$ cat src/rtl/imu_frame_pkg.sv
// Shared constants and FSM encoding for the IMU frame scheduler.
// Byte offsets describe where each sensor group lands inside the 16-byte frame.
package imu_frame_pkg;

    localparam int FRAME_BYTES = 16;
    localparam int ADDR_W      = $clog2(FRAME_BYTES);

    localparam int OFS_TEMP = 0;
    localparam int OFS_GYRO = 2;
    localparam int OFS_MAG  = 8;
    localparam int OFS_SEQ  = 14;
    localparam int OFS_PAD  = 15;

    // Sensor payload occupies every byte below the sequence byte.
    localparam int CAP_W = 8 * OFS_SEQ;

    typedef enum logic [1:0] {
        ST_IDLE,
        ST_RD_ADDR,
        ST_RD_DATA,
        ST_WR
    } state_t;

endpackage

$ cat src/rtl/imu_frame_capture.sv
// Coherent capture of one sensor sample, laid out in frame byte order.
// Tracks whether a captured sample still awaits its burst and flags overwrites.
module imu_frame_capture
    import imu_frame_pkg::*;
(
    input  logic             clk,
    input  logic             rst_n,
    input  logic             sample_valid,
    input  logic [15:0]      temp_data,
    input  logic [15:0]      gyro_x,
    input  logic [15:0]      gyro_y,
    input  logic [15:0]      gyro_z,
    input  logic [15:0]      mag_x,
    input  logic [15:0]      mag_y,
    input  logic [15:0]      mag_z,
    input  logic             take,
    output logic [CAP_W-1:0] cap_p0,
    output logic             pending,
    output logic             overrun
);

    // Stage 0: capture register, loaded straight into little-endian frame layout
    always_ff @(posedge clk) begin
        if (sample_valid) begin
            cap_p0[8*OFS_TEMP       +: 16] <= temp_data;
            cap_p0[8*OFS_GYRO       +: 16] <= gyro_x;
            cap_p0[8*(OFS_GYRO + 2) +: 16] <= gyro_y;
            cap_p0[8*(OFS_GYRO + 4) +: 16] <= gyro_z;
            cap_p0[8*OFS_MAG        +: 16] <= mag_x;
            cap_p0[8*(OFS_MAG + 2)  +: 16] <= mag_y;
            cap_p0[8*(OFS_MAG + 4)  +: 16] <= mag_z;
        end
    end

    // A sample arriving on the burst-start edge replaces one that is being consumed.
    always_ff @(posedge clk or negedge rst_n) begin
        if (!rst_n) begin
            pending <= 1'b0;
            overrun <= 1'b0;
        end else begin
            overrun <= sample_valid && pending && !take;
            if (sample_valid) begin
                pending <= 1'b1;
            end else if (take) begin
                pending <= 1'b0;
            end
        end
    end

endmodule

$ cat src/rtl/imu_frame_sched.sv
// Frame RAM owner: arbitrates host byte reads against atomic 16-byte frame bursts.
// Reads win in IDLE; a started burst always runs to completion.
module imu_frame_sched
    import imu_frame_pkg::*;
#(
    parameter int SEQ_W = 8
) (
    input  logic              clk,
    input  logic              rst_n,
    input  logic              sample_valid,
    input  logic [15:0]       temp_data,
    input  logic [15:0]       gyro_x,
    input  logic [15:0]       gyro_y,
    input  logic [15:0]       gyro_z,
    input  logic [15:0]       mag_x,
    input  logic [15:0]       mag_y,
    input  logic [15:0]       mag_z,
    input  logic              frame_lock,
    input  logic              rd_req,
    input  logic [ADDR_W-1:0] rd_addr,
    output logic [7:0]        rd_data,
    output logic              rd_valid,
    output logic [ADDR_W-1:0] ram_addr,
    output logic [7:0]        ram_wdata,
    output logic              ram_we,
    input  logic [7:0]        ram_rdata,
    output logic              busy,
    output logic [SEQ_W-1:0]  frame_seq,
    output logic              overrun
);

    state_t              state, state_nx;
    logic [ADDR_W-1:0]   idx_p1, idx_nx;
    logic [CAP_W-1:0]    cap_p0, burst_p1;
    logic                pending, take;
    logic                seq_inc, seq_inc_nx;
    logic [SEQ_W-1:0]    seq_next;
    logic [7:0]          wr_byte;
    logic [ADDR_W-1:0]   ram_addr_nx;
    logic [7:0]          ram_wdata_nx, rd_data_nx;
    logic                ram_we_nx, rd_valid_nx;

    imu_frame_capture u_capture (
        .clk          (clk),
        .rst_n        (rst_n),
        .sample_valid (sample_valid),
        .temp_data    (temp_data),
        .gyro_x       (gyro_x),
        .gyro_y       (gyro_y),
        .gyro_z       (gyro_z),
        .mag_x        (mag_x),
        .mag_y        (mag_y),
        .mag_z        (mag_z),
        .take         (take),
        .cap_p0       (cap_p0),
        .pending      (pending),
        .overrun      (overrun)
    );

    assign busy     = (state != ST_IDLE);
    assign seq_next = frame_seq + SEQ_W'(1);

    // Byte 14 carries the value frame_seq will hold once this frame commits.
    always_comb begin
        wr_byte = 8'h00;
        if (idx_p1 < ADDR_W'(OFS_SEQ)) begin
            wr_byte = burst_p1[8*idx_p1 +: 8];
        end else if (idx_p1 == ADDR_W'(OFS_SEQ)) begin
            wr_byte = 8'(seq_next);
        end
    end

    always_comb begin
        state_nx     = state;
        idx_nx       = idx_p1;
        take         = 1'b0;
        seq_inc_nx   = 1'b0;
        ram_addr_nx  = ram_addr;
        ram_wdata_nx = ram_wdata;
        ram_we_nx    = 1'b0;
        rd_data_nx   = rd_data;
        rd_valid_nx  = 1'b0;
        case (state)
            ST_IDLE: begin
                if (rd_req) begin
                    state_nx    = ST_RD_ADDR;
                    ram_addr_nx = rd_addr;
                end else if (pending && !frame_lock) begin
                    state_nx = ST_WR;
                    take     = 1'b1;
                    idx_nx   = '0;
                end
            end
            ST_RD_ADDR: state_nx = ST_RD_DATA;
            ST_RD_DATA: begin
                state_nx    = ST_IDLE;
                rd_data_nx  = ram_rdata;
                rd_valid_nx = 1'b1;
            end
            ST_WR: begin
                ram_we_nx    = 1'b1;
                ram_addr_nx  = idx_p1;
                ram_wdata_nx = wr_byte;
                idx_nx       = idx_p1 + ADDR_W'(1);
                if (idx_p1 == ADDR_W'(OFS_PAD)) begin
                    state_nx   = ST_IDLE;
                    seq_inc_nx = 1'b1;
                end
            end
            default: state_nx = ST_IDLE;
        endcase
    end

    // Stage 1: burst register snapshots the capture when a burst starts
    always_ff @(posedge clk) begin
        if (take) begin
            burst_p1 <= cap_p0;
        end
    end

    // The commit is delayed one edge so frame_seq moves together with ram_we falling.
    always_ff @(posedge clk or negedge rst_n) begin
        if (!rst_n) begin
            state     <= ST_IDLE;
            idx_p1    <= '0;
            seq_inc   <= 1'b0;
            frame_seq <= '0;
            ram_addr  <= '0;
            ram_wdata <= 8'h00;
            ram_we    <= 1'b0;
            rd_data   <= 8'h00;
            rd_valid  <= 1'b0;
        end else begin
            state     <= state_nx;
            idx_p1    <= idx_nx;
            seq_inc   <= seq_inc_nx;
            ram_addr  <= ram_addr_nx;
            ram_wdata <= ram_wdata_nx;
            ram_we    <= ram_we_nx;
            rd_data   <= rd_data_nx;
            rd_valid  <= rd_valid_nx;
            if (seq_inc) begin
                frame_seq <= seq_next;
            end
        end
    end

endmodule

$ cat config.mk
export PLATFORM = sky130hd
export DESIGN_NAME = imu_frame_sched
export DESIGN_NICKNAME = d
export VERILOG_FILES = /design/src/rtl/imu_frame_pkg.sv /design/src/rtl/imu_frame_capture.sv /design/src/rtl/imu_frame_sched.sv
export SDC_FILE = /design/constraint.sdc
export NUM_CORES = 1
export LEC_CHECK = 0
export BUFFER_PORTS_ARGS = -buffer_cell sky130_fd_sc_hd__buf_2
export CAP_MARGIN = 20
export CORE_UTILIZATION = 58
export CTS_BUF_LIST = sky130_fd_sc_hd__clkbuf_8
export DETAILED_ROUTE_END_ITERATION = 12
export PLACE_DENSITY_LB_ADDON = 0.3
export SLEW_MARGIN = 20
export SYNTH_ARGS = -nofsm -noshare
export SYNTH_HDL_FRONTEND = slang
export SYNTH_SLANG_ARGS = --single-unit
$ cat constraint.sdc
create_clock -name clk -period 12 [get_ports clk]
set_input_delay 2.4 -clock clk [delete_from_list [all_inputs] [get_ports clk]]
set_output_delay 2.4 -clock clk [all_outputs]
set_load 0.02 [all_outputs]
Word level (Yosys, flattened, before mapping)
Index checks and enable logic that the tools add are counted.
- output and inout port bits: 32
- memory bits (read-only): 0
- memories: 0
- input bits: 129
- memory bits (writable): 0
- flip-flop bits (word level): 263
- bits in latches: 0
- mux-type cells: 20
- multiply operators: 0
- add/subtract/negate cells: 2
- equality and inequality tests: 10
- shifts and indexed selects: 1
- bitwise logic cells: 0
- reduce and logical (&&, ||, !) cells: 12
- order comparisons: 1
- divide/modulo/power cells: 0
- operators by type and width (cell ; number):
    112-bit by 8-bit indexed part select with 8-bit output ; 1
    8-bit 2-to-1 mux ; 2
    4-bit one-hot mux with 2 select lines ; 2
    4-bit 2-to-1 mux ; 3
    1-bit 2-to-1 mux ; 9
    8-bit by 1-bit adder with 8-bit output, second input constant ; 1
    4-bit equality test, second input constant ; 2
    2-bit inequality test, second input constant ; 4
    2-bit one-hot mux with 4 select lines ; 1
    2-bit 2-to-1 mux ; 3
    2-bit nonzero test ; 3
    4-bit by 1-bit adder with 4-bit output, second input constant ; 1
    2-bit equality test, second input constant ; 2
    4-bit < comparator, second input constant ; 1
    2-bit AND reduction ; 2
    1-bit logical AND ; 3
    3-bit inequality test, second input constant ; 1
    3-bit AND reduction ; 1
    2-bit by 1-bit equality test with 1-bit output, second input constant ; 1
    1-bit logical NOT ; 2
    2-bit logical NOT ; 1

Depth between registers and ports, before layout
- depth in word-level cells: 7
- depth in mapped cells: 9

Hierarchy
Synthesis repeated with hierarchy kept, for this count alone.
- cells, all modules: 483
- area, all modules: 9521.6 µm²
- by module, submodules not included (module ; area each (µm²) ; times used ; cells an instance):
    imu_frame_sched ; 6090.8 ; 1 ; 366
    imu_frame_capture ; 3430.8 ; 1 ; 117

Least setup slack after synthesis
OpenSTA, ideal clock, no wires.
- path kind: in2reg
- from: input port rd_req
- to: register burst_p1[0], enable pin
- data required time: 11255 ps
- buffers on the path: 1
- data arrival time: 10835 ps
- path slack: 420 ps
- library setup time: 745 ps
- stages: 3
- cell sequence: buf_2 nand2b_1 nor3b_1
- word-level cells in the longest chain between the ends: 2
- RTL lines (element ; RTL line ; source):
    from (decl) ; imu_frame_sched.sv:19 ; input logic rd_req,
    1-bit 2-to-1 mux ; imu_frame_sched.sv:85 ; if (rd_req) begin
    1-bit 2-to-1 mux ; imu_frame_sched.sv:83 ; case (state)
    named net take ; imu_frame_sched.sv:35 ; logic pending, take;
    to (signal assigned) ; imu_frame_sched.sv:117 ; burst_p1 <= cap_p0;
    to (decl) ; imu_frame_sched.sv:34 ; logic [CAP_W-1:0] cap_p0, burst_p1;
The timed path passes the listed nets, and every way through them passes these cells.
A chain may end at the register's enable or synchronous reset.

Final worst setup path
- from: register state[0]
- to: output port busy
- word-level cells in the longest chain between the ends: 1
- RTL lines (element ; RTL line ; source):
    from (decl) ; imu_frame_sched.sv:32 ; state_t state, state_nx;
    from (signal assigned) ; imu_frame_sched.sv:134 ; state <= state_nx;
    2-bit nonzero test ; imu_frame_sched.sv:60 ; assign busy = (state != ST_IDLE);
    to (decl) ; imu_frame_sched.sv:27 ; output logic busy,
No other way between the ends.

==> results by stage <==
Yosys:
- The count of synthesis-stage warnings from yosys is 0.
- Of the total synthesized cell area, the portion taken by AND, OR, NAND and NOR gates is 3.24%.
- The share of synthesized area in the top cell type comes to 70.4%.
- The register bit count reported by yosys is 263.
- The library cell occupying the most area in the post-synthesis netlist is sky130_fd_sc_hd__edfxtp_1.
- The number of instances in the synthesized netlist is 490.
- Summing the areas of all compound-gate instances in the mapped netlist gives 4.27% of the synthesized area.
- The synthesized area is 9550 µm².
- The synthesized design contains 224 enable-type register cells.
- The average footprint of a synthesized cell is 19.5 µm².
- The share of flip-flops with an asynchronous set or reset is 14.8%.
- The net count after synthesis is 626.
- The portion of synthesized area spent on multiplexers is 8.29%.
- After synthesis, the cell types taking the most area are sky130_fd_sc_hd__edfxtp_1 (70%), sky130_fd_sc_hd__dfrtp_1 (10%), sky130_fd_sc_hd__mux4_1 (4.1%).
- In the synthesized netlist the dominant register cell turns out to be sky130_fd_sc_hd__edfxtp_1.
- The post-synthesis sequential area ratio is 80.6%.
- Synthesis instantiated 42 different standard cells from the library.
- Summing the areas of all fa, ha and maj instances in the mapped netlist gives 0.917% of the synthesized area.
- The main combinational cell family by area after synthesis is multiplexers.
- The xor/xnor share of the synthesized area is 1.10%.

Critical path:
- The required time of the worst setup path is 9600 ps.
- The startpoint kind of the worst setup timing path is a flop.
- The maximum fanout along the worst path is 12.
- The worst register-to-register path has a depth of 6.
- The startpoint identified for the worst register-to-register timing path is state[0].
- Walking the worst path, the cells encountered are inv_1 -> ha_1 -> inv_1 -> buf_2.
- The slowest stage of the critical path is the sky130_fd_sc_hd__dfrtp_1 cell.
- The cell repeated most along the worst path is sky130_fd_sc_hd__inv_1.
- The endpoint identified for the worst register-to-register timing path is burst_p1[76].
- The slack of the worst reg-to-reg path is 8990 ps.
- The largest stage delay on the critical path is 410 ps.
- The type of destination of the critical path is a primary output.
- The data arrival at the endpoint of the critical path is 1750 ps.
- The critical path is of the flop to primary output type.

Clock tree:
- The number of buffers on the longest clock path is 3.
- The number of hold buffers added after CTS is 0.
- The root buffer cell chosen for the clock tree is sky130_fd_sc_hd__clkbuf_8.
- The clock tree synthesis step divided the H-tree into 2 levels.
- The clock slew seen by the registers of the worst setup and hold paths is 60 ps.
- Post-CTS timing repair inserted 0 buffers for setup.
- The number of sinks on the clock net is 263.
- After clock tree synthesis, the repair step resized 0 gates.
- Clock tree synthesis inserted a total of 41 buffers.
- The TritonCTS clock tree is built.
- The later pin in the worst-skew pair is clocked with a latency of 520 ps.

Timing:
- Of the available clock period, the critical path in the final layout requires 34.6%.
- The count of final hold-check violations came to 0.
- Setup repair after global routing left no endpoint under its margin.
- The max-slew violation total from the final report came to 0.
- For the pin with the worst max-slew slack, the measured transition is 1030 ps.
- The final-layout setup total negative slack is 0 ps.
- Setup violations remaining at the end of the flow were counted as 0.
- The highest achievable clock rate is 241 MHz.
- The worst hold slack is 404 ps.
- The shortest clock period the worst path allows after layout is 4150 ps.
- The worst max-slew margin expressed relative to the limit is 31.2%.
- The clock arrives with 24.7 ps of skew.

Routing:
- For this run, the detailed router's first-pass iteration total came to 4.
- The final route contains 4,958 vias.
- The final routed wire length divided by cell count is 18.0 µm.
- The number of vias per cell after detailed routing is 5.40.
- The number of routed nets with antenna violations is 0.
- For this block, the initial DRC count from the detailed router was 316.
- Wires add up to 16,500 µm.
- The residual DRC count is 0.

Cells and area:
- Relative to the synthesized area, the layout overhead comes to 17.7%.
- The number of nets in the finished design is 813.
- After filler insertion, the fill cell instance count of the layout stands at 1,050.
- The storage element area is 7700 µm².
- The fraction of the core area covered by cells at the end of the flow is 70.3%.
- The antenna diode count is 0.
- Leaving out filler cells and counting taps, the final layout contains 918.
- The fraction of layout instances using a drive strength above 1 is 32.9%.
- The total area of multi-input combinational cells is 1710 µm².

Hold path:
- Counting instances, the worst hold path has a depth of 0.
- The capture endpoint of the worst hold path is burst_p1[49].
- The path category of the worst min-delay check is flop to flop.
- In this run the most critical hold path is launched from u_capture.cap_p0[49].

Floorplan:
- The number of top-level pins is 161.
- The initial utilization of the core area, before any placement, comes to 59.7%.
- The floorplan step set the die height to 130 µm.
- The total die area is 17,000 µm².
- The x dimension of the die is 130 µm.
- The core region is 16,000 µm².
- The floorplan row count is 46.

Placement:
- The total placed cells including tap cells is 850.
- Buffers placed on the I/O ports in this run total 160.
- Routability-driven placement finished with a final weighted congestion of 0.789.
- Once detailed placement completed, the half-perimeter wirelength came to 10,900 µm.

Power and ir drop:
- VDD sags by at most 0.142 mV.
- The total power is 2.23 mW.
- The areal power density over the cells is 198 nW/µm².
- In this run the static leakage power is 4.21 nW.

Global routing:
- Across every metal layer, demand over resource in global routing totals 20.2%.
- The via count of the first global-routing pass is 4,897.
- The initial antenna violation count was 0.
- The global-route wire length before repair is 25,000 µm.
- The maximum number of pins on one net before global-route repair is 83.
- The residual overflow from global routing is 0.

Run status:
- The run finished with clean final reports.

Flow run:
- The number of maximum-capacitance constraint violations is 0.
[layer usage]
layer  share of wire (%)  track usage [%]
met2                  50             33.5
met1                  41             25.8
met5                   0                0
met3                 7.4             5.21
met4                 2.0             7.84
[worst max-delay path: cells and delay by family, from the launching register on]
| kind | cells | cell delay [ps] |
|---|---|---|
| fa+ha+maj | 1 | 410 |
| flops | 1 | 410 |
| buf+inv | 3 | 420 |
[area by class of cell]
| type | count | area share (%) |
|---|---|---|
| flip-flops and latches | 263 | 68.5 |
| clock inverters | 27 | 1.19 |
| inverters | 8 | 0.267 |
| well taps | 216 | 2.40 |
| clock buffers | 41 | 5.02 |
| multi-input cells | 199 | 15.2 |
| repair buffers | 164 | 7.41 |
[worst max-delay path by stage]
| stage | start | to | slack (ps) | cells past startpoint |
|---|---|---|---|---|
| after detailed placement | rd_req | burst_p1[107] | 7350 | 5 |
| after global routing | state[1] | busy | 7730 | 4 |
| after global placement | rd_req | burst_p1[103] | 7450 | 5 |
| after floorplan | rd_req | burst_p1[0] | 420 | 3 |
| final | state[0] | busy | 7850 | 4 |
| after CTS | state[1] | busy | 7830 | 4 |
[sequential cells by signal, indices dropped and copies added (netlist names)]
register,cells
burst_p1,112
frame_seq,8
idx_p1,4
ram_addr,4
ram_wdata,8
ram_we,1
rd_data,8
rd_valid,1
seq_inc,1
state,2
u_capture.cap_p0,112
u_capture.overrun,1
u_capture.pending,1
[cells by family after synthesis]
group,after synthesis
flip-flops,263
AO/OA/AOI/OAI,64
adder cells (fa/ha/maj),7
multiplexers,52
buffers and inverters,28
XOR/XNOR,12
AND/OR/NAND/NOR,64
[cells in the mapped netlist, types with 2 or more instances]
master	instances
sky130_fd_sc_hd__edfxtp_1	224
sky130_fd_sc_hd__dfrtp_1	39
sky130_fd_sc_hd__mux2i_1	24
sky130_fd_sc_hd__nand2_1	19
sky130_fd_sc_hd__o21ai_0	18
sky130_fd_sc_hd__nor2_1	16
sky130_fd_sc_hd__mux4_1	15
sky130_fd_sc_hd__o22ai_1	14
sky130_fd_sc_hd__mux2_2	12
sky130_fd_sc_hd__a21oi_1	9
sky130_fd_sc_hd__buf_2	9
sky130_fd_sc_hd__clkbuf_1	8
sky130_fd_sc_hd__inv_1	8
sky130_fd_sc_hd__nand3_1	8
sky130_fd_sc_hd__ha_1	7
sky130_fd_sc_hd__xor2_1	7
sky130_fd_sc_hd__nand2b_1	5
sky130_fd_sc_hd__xnor2_1	5
sky130_fd_sc_hd__a31oi_1	3
sky130_fd_sc_hd__a32oi_1	3
sky130_fd_sc_hd__nand4_1	3
sky130_fd_sc_hd__nor2b_1	3
sky130_fd_sc_hd__nor3b_1	3
sky130_fd_sc_hd__o2111ai_1	3
sky130_fd_sc_hd__or2_2	3
sky130_fd_sc_hd__buf_6	2
sky130_fd_sc_hd__o21bai_1	2
sky130_fd_sc_hd__o221ai_1	2
sky130_fd_sc_hd__o2bb2ai_1	2
sky130_fd_sc_hd__o31ai_1	2
[power breakdown]
part	leakage, nW	total [mW]	internal (mW)	switching, mW
logic	1.20	0.386	0.165	0.221
clock network	0.422	0.648	0.337	0.310
registers	2.60	1.19	1.13	0.0677
[layout by cell type (no fill, tap or decap), types with 2 or more instances in the layout]
master                      Yosys  final
sky130_fd_sc_hd__o2bb2ai_1      2      2
sky130_fd_sc_hd__edfxtp_1     224    224
sky130_fd_sc_hd__o21bai_1       2      2
sky130_fd_sc_hd__nor2b_1        3      3
sky130_fd_sc_hd__dfrtp_2        0      2
sky130_fd_sc_hd__nor2_1        16     16
sky130_fd_sc_hd__xor2_1         7      7
sky130_fd_sc_hd__clkbuf_8       0     41
sky130_fd_sc_hd__dfrtp_1       39     37
sky130_fd_sc_hd__a21oi_1        9      9
sky130_fd_sc_hd__o2111ai_1      3      3
sky130_fd_sc_hd__clkinv_1       0      5
sky130_fd_sc_hd__ha_1           7      7
sky130_fd_sc_hd__buf_4          0      5
sky130_fd_sc_hd__o221ai_1       2      2
sky130_fd_sc_hd__or2_2          3      3
sky130_fd_sc_hd__nand2_1       19     19
sky130_fd_sc_hd__buf_2          9    159
sky130_fd_sc_hd__mux4_1        15     15
sky130_fd_sc_hd__o22ai_1       14     14
sky130_fd_sc_hd__xnor2_1        5      5
sky130_fd_sc_hd__o21ai_0       18     18
sky130_fd_sc_hd__o31ai_1        2      2
sky130_fd_sc_hd__mux2_2        12     12
sky130_fd_sc_hd__a32oi_1        3      3
sky130_fd_sc_hd__nor3b_1        3      2
sky130_fd_sc_hd__clkinv_2       0      5
sky130_fd_sc_hd__nand4_1        3      3
sky130_fd_sc_hd__nand3_1        8      8
sky130_fd_sc_hd__nand2b_1       5      5
sky130_fd_sc_hd__inv_1          8     24
sky130_fd_sc_hd__a31oi_1        3      3
sky130_fd_sc_hd__mux2i_1       24     24
[metrics by stage]
stage	worst slack [ps]	instance area, µm²
finish	7850	11200
detailed placement	7350	10500
floorplan	420	9550
global route	7730	11200
CTS	7830	11200
global placement	7450	10500
Note: power is estimated with default switching activity, not from simulation.
